File: config.mk
export PLATFORM = sky130hd
export DESIGN_NAME = phase_gen
export DESIGN_NICKNAME = d
export VERILOG_FILES = /design/src/rtl/phase_gen_pkg.sv /design/src/rtl/phase_gen_onehot_dec.sv /design/src/rtl/phase_gen.sv
export SDC_FILE = /design/constraint.sdc
export NUM_CORES = 1
export LEC_CHECK = 0
export ABC_AREA = 1
export CAP_MARGIN = 20
export CORE_AREA = 2 2 39 41
export CTS_CLUSTER_SIZE = 10
export DETAILED_ROUTE_END_ITERATION = 8
export DIE_AREA = 0 0 41 43
export PLACE_DENSITY = 0.78
export SYNTH_ARGS = -nofsm -noshare
export SYNTH_HDL_FRONTEND = slang
export SYNTH_SLANG_ARGS = --single-unit
File: constraint.sdc
create_clock -name clk -period 1.5 [get_ports clk]
set_clock_uncertainty 0.2 [all_clocks]
set_input_delay 0.375 -clock clk [delete_from_list [all_inputs] [get_ports clk]]
set_output_delay 0.375 -clock clk [all_outputs]
set_load 0.05 [all_outputs]
File: src/rtl/phase_gen_pkg.sv
// Shared types and limits for the phase generator: sequencer state encoding
// and the legal range of phase strobes per instruction cycle.
package phase_gen_pkg;

    typedef enum logic [1:0] {
        STOP   = 2'd0,
        RUN    = 2'd1,
        DRAIN  = 2'd2,
        SINGLE = 2'd3
    } state_e;

    localparam int MIN_PHASES = 2;
    localparam int MAX_PHASES = 16;

endpackage

File: src/rtl/phase_gen_onehot_dec.sv
// Combinational index-to-one-hot decoder. Indices at or beyond NUM_PHASES
// decode to all zero, so a non-power-of-two phase count never aliases.
module onehot_dec #(
    parameter int NUM_PHASES = 4,
    parameter int IDX_W      = $clog2(NUM_PHASES)
) (
    input  logic [IDX_W-1:0]      idx_i,
    output logic [NUM_PHASES-1:0] onehot_o
);

    always_comb begin
        onehot_o = '0;
        for (int i = 0; i < NUM_PHASES; i++) begin
            onehot_o[i] = (idx_i == IDX_W'(i));
        end
    end

endmodule

File: src/rtl/phase_gen.sv
// Instruction-cycle phase sequencer: issues one-hot phase strobes under
// RUN / STEP / HOLD control. Optional cycle counter: PHASE_GEN_CYCLE_CNT_EN.
module phase_gen
    import phase_gen_pkg::*;
#(
    parameter int NUM_PHASES = 4,
    parameter int IDX_W      = $clog2(NUM_PHASES)
) (
    input  logic                  clk,
    input  logic                  rst_n,
    input  logic                  run_i,
    input  logic                  step_i,
    input  logic                  hold_i,
    output logic [NUM_PHASES-1:0] phase_o,
    output logic [IDX_W-1:0]      phase_idx_o,
    output logic                  cycle_done_o,
    output logic                  busy_o
`ifdef PHASE_GEN_CYCLE_CNT_EN
    ,
    output logic [31:0]           cycle_count_o
`endif
);

    localparam logic [IDX_W-1:0] LAST_IDX = IDX_W'(NUM_PHASES - 1);

    if (NUM_PHASES < MIN_PHASES || NUM_PHASES > MAX_PHASES) begin : g_bad_num_phases
        $error("phase_gen: NUM_PHASES out of legal range");
    end

    state_e                  state_q, state_d;
    logic [IDX_W-1:0]        count_q, count_d;
    logic [NUM_PHASES-1:0]   phase_q, phase_d;
    logic [IDX_W-1:0]        idx_q, idx_d;
    logic                    done_q, done_d;
    logic                    busy_q, busy_d;
    logic [NUM_PHASES-1:0]   phase_dec;
    logic                    advance;
    logic                    at_last;

    assign at_last = (count_q == LAST_IDX);

    onehot_dec #(
        .NUM_PHASES (NUM_PHASES),
        .IDX_W      (IDX_W)
    ) u_dec (
        .idx_i    (count_q),
        .onehot_o (phase_dec)
    );

    always_ff @(posedge clk or negedge rst_n) begin
        if (!rst_n) begin
            state_q <= STOP;
        end else begin
            state_q <= state_d;
        end
    end

    // HOLD freezes every busy state; in STOP it only blocks STEP, so a RUN
    // request is accepted and simply waits for HOLD to drop.
    always_comb begin
        state_d = state_q;
        unique case (state_q)
            STOP: begin
                if (run_i) begin
                    state_d = RUN;
                end else if (step_i && !hold_i) begin
                    state_d = SINGLE;
                end
            end
            RUN: begin
                if (!hold_i && !run_i) begin
                    state_d = (count_q == '0 || at_last) ? STOP : DRAIN;
                end
            end
            DRAIN: begin
                if (!hold_i) begin
                    if (run_i) begin
                        state_d = RUN;
                    end else if (at_last) begin
                        state_d = STOP;
                    end
                end
            end
            SINGLE: begin
                if (!hold_i && at_last) begin
                    state_d = STOP;
                end
            end
            default: state_d = STOP;
        endcase
    end

    // A RUN drop at a cycle boundary stops cleanly without issuing phase 0.
    always_comb begin
        advance = 1'b0;
        unique case (state_q)
            RUN:           advance = !hold_i && (run_i || count_q != '0);
            DRAIN, SINGLE: advance = !hold_i;
            default:       advance = 1'b0;
        endcase

        count_d = count_q;
        if (state_q == STOP) begin
            count_d = '0;
        end else if (advance) begin
            count_d = at_last ? '0 : count_q + IDX_W'(1);
        end

        phase_d = advance ? phase_dec : '0;
        idx_d   = advance ? count_q : idx_q;
        done_d  = advance && at_last;
        busy_d  = (state_d != STOP);
    end

    always_ff @(posedge clk or negedge rst_n) begin
        if (!rst_n) begin
            count_q <= '0;
            phase_q <= '0;
            idx_q   <= '0;
            done_q  <= 1'b0;
            busy_q  <= 1'b0;
        end else begin
            count_q <= count_d;
            phase_q <= phase_d;
            idx_q   <= idx_d;
            done_q  <= done_d;
            busy_q  <= busy_d;
        end
    end

    assign phase_o      = phase_q;
    assign phase_idx_o  = idx_q;
    assign cycle_done_o = done_q;
    assign busy_o       = busy_q;

`ifdef PHASE_GEN_CYCLE_CNT_EN
    logic [31:0] cycle_cnt_q;

    always_ff @(posedge clk or negedge rst_n) begin
        if (!rst_n) begin
            cycle_cnt_q <= '0;
        end else if (done_d) begin
            cycle_cnt_q <= cycle_cnt_q + 32'd1;
        end
    end

    assign cycle_count_o = cycle_cnt_q;
`endif

endmodule

==> results by group, run 1 <==
Status
  • Status: finished clean

Cells and area
  • Fillers: 112
  • FF/Latch Area: 275 sq um
  • Ant diodes: 0
  • Multi-input gate area: 272 sq um
  • Layout Nets: 104
  • Finished Cell Area: 907 sq um
  • P&R area growth vs syn: 50.4%
  • Share of cells above drive strength 1: 31.9%

Synthesis
  • Post-synthesis sequential area ratio: 45.6%
  • List of most frequent post-synthesis cells: nand2_1 (15), nor2_1 (13), inv_1 (12)
  • Syn Nets: 81
  • Yosys top cell area share: 45.6%
  • Number of synthesized flops with an enable pin: 0
  • Synthesized cell area: 603 sq um
  • Post-Synthesis Cells: 72
  • Number of synthesized register bits: 11
  • Dominant synthesized flop cell: dfrtp_1
  • Ys Warns: 0
  • Synth area leaders: dfrtp_1 (46%), nand2_1 (9.3%), ha_1 (8.3%)
  • Most common cell in the netlist: nand2_1
  • Asr flop ratio synth: 100%
  • Syn_area_per_cell: 8.38 sq um
  • Netlist cell types: 14
  • Dominant cell type by area after synthesis: dfrtp_1

Pwr
  • Net Sw Power: 0.767 mW
  • Leakage: 0.469 nW
  • Combinational Power Share: 57.7%
  • Internal: 0.953 mW
  • Peak supply drop: 0.764 mV
  • Pwr/cell area: 1900 mW/mm^2
  • Post-layout power: 1.72 mW
  • Seq pwr share: 30.7%
  • Sw Ratio: 44.6%
  • Clock Power Share: 11.6%

Detailed routing
  • DRC: 0
  • Vias per cell: 4.78
  • Final WL: 1170 um
  • Vias: 526
  • DRT iter0 DRCs: 7
  • Antenna-violating nets left: 0
  • WL per Instance: 10.6 um
  • First-pass detailed-route iteration total: 4

Critical path
  • FF-to-FF End: busy_o
  • R2R setup slack: 0.08 ns
  • Worst EP required: 0.92 ns
  • Crit path from: cycle_done_o
  • Worst-path fanout max: 2
  • Worst path max stage delay: 0.43 ns
  • R2r startpoint: count_q[0]
  • Critical path's slowest cell: dfrtp_1
  • Critical path class: flip-flop to primary output
  • Worst R2R Path Depth: 6
  • CP delay by family, top: flip-flops
  • CP Cell Sequence: buf_12
  • Crit path depth: 1
  • Arr. time, crit path: 0.87 ns
  • CP Launch Type: flip-flop
  • Crit. End Element: primary output
  • Critical path endpoint: cycle_done_o
  • WP buf/inv: 1

CTS
  • Clk slew on worst S/H paths: 0.07 ns
  • Cts bufs inserted: 3
  • Clock Latency Late Sink: 0.27 ns
  • CTS tree: built
  • CTS root buf: clkbuf_4
  • CTS H-Tree Depth: 1
  • CTS Hold Buffers Added: 0
  • Clock Sinks: 11
  • Clock tree buffer depth: 2

Global route
  • First-pass GRT wire length: 1810 um
  • Number of global-route vias before repair: 474
  • GR Overflow Total: 0
  • Antenna violations before repair: 0
  • Largest net degree at the start of global routing: 12
  • Total global-route track usage: 15.8%

STA
  • Least-Margin Pin Slew: 0.261 ns
  • Setup-failing EPs final: 0
  • Period utilization: 96.5%
  • Slew Viols, Final: 0
  • Peak Freq: 691 MHz
  • Worst rel slew slack: 82.6%
  • Min cycle time layout: 1.45 ns
  • Hold Vio Cnt, Final: 0

Placed design
  • Cell area after placement: 853 sq um
  • Final HPWL DP: 873 um
  • RePlAce Congestion: 0.764
  • Count of input and output buffers: 12

Floorplanning
  • Rows: 14
  • Initial Utilization: 43.6%
  • Die Width: 41 um
  • Die height: 43 um
  • Die area: 0.00176 sq mm
  • Core area: 0.00138 sq mm
  • IO Pins: 13

Worst hold path
  • HP Class: primary input to async pin

Flow run
  • Max-Cap Viols: 0
[sequential cells by signal (all words and copies together) (netlist names)]
signal,count
state_q,2
phase_idx_o,2
phase_o,3
cycle_done_o,1
busy_o,1
count_q,2
[placed cells by master (no fill, tap or decap), types with 2 or more instances in the layout]
cell type,netlist,layout
o21ai_2,2,2
nand4_1,2,2
nand3_1,5,5
clkbuf_4,0,3
ha_1,4,3
inv_2,2,3
buf_4,1,7
nand3_4,2,2
clkdlybuf4s50_1,0,3
nand2_1,15,15
inv_1,12,11
nor2_1,13,12
dfrtp_1,11,11
buf_12,0,8
[cell families after synthesis]
logic type,synth area share (%)
AOI/OAI and AO/OA,2.91
adders and majority gates,8.30
buffers and inverters,11.0
DFF,45.6
and+or+nand+nor,32.2
[routing by layer]
layer  global-route usage, %  part of all wire (%)  wire (um)
met5                       0                     0          0
met4                    12.0                   4.4         51
met3                    4.71                   4.9         57
met2                    25.9                    52        609
met1                    15.1                    38        449
[cell type report]
class                      count  area share, %
tap                           16           2.21
inverter                      15           6.48
clock buffer                   4           2.90
multi-input combinational     45           29.9
sequential                    11           30.3
timing repair buffer          19           28.1
[how the worst min path moves through the flow]
stage	end
2_1_floorplan	busy_o
3_3_place_gp	phase_idx_o[1]
3_5_place_dp	phase_idx_o[1]
4_1_cts	phase_idx_o[0]
5_1_grt	phase_idx_o[0]
6_report	phase_idx_o[0]
[per-stage QoR]
stage	TNS, ns	hold slack [ns]	worst slack [ns]	std cells	util, %
after floorplan	0	-0.121	0.0387	72	-
after global placement	-1.62	0.332	-0.182	104	61.7
after detailed placement	-2.07	0.352	-0.237	104	61.7
after CTS	0	0.204	0.0377	109	64.1
after global routing	-0.00107	0.205	-0.00107	110	65.6
final	0	0.202	0.0532	110	65.6
[power groups by stage]
stage / Clock (mW) / Combinational [mW] / Sequential [mW]
after floorplan: 0 / 0.400 / 0.674
after global placement: 0 / 0.915 / 0.529
after detailed placement: 0 / 0.943 / 0.536
after CTS: 0.210 / 0.963 / 0.528
after global routing: 0.220 / 1.07 / 0.540
final: 0.200 / 0.992 / 0.528
[what timing repair did]
action	in CTS	in global routing
setup buffers	1	1
pin swaps	0	1
resized for setup	0	5
setup endpoints to repair	1	7
(Power assumes the default switching activity.)
==> run 2, diff against run 1 <==
- ABC_CLOCK_PERIOD_IN_PS: not set -> 1500
==> results of run 2 <==
The final DEF is identical to that of run 1; final timing and power are the same.
==> run 3, diff against run 2 <==
- CAP_MARGIN: 20 -> 5
- SLEW_MARGIN: not set -> 5
==> results of run 3 <==
The final DEF is identical to that of run 1; final timing and power are the same.
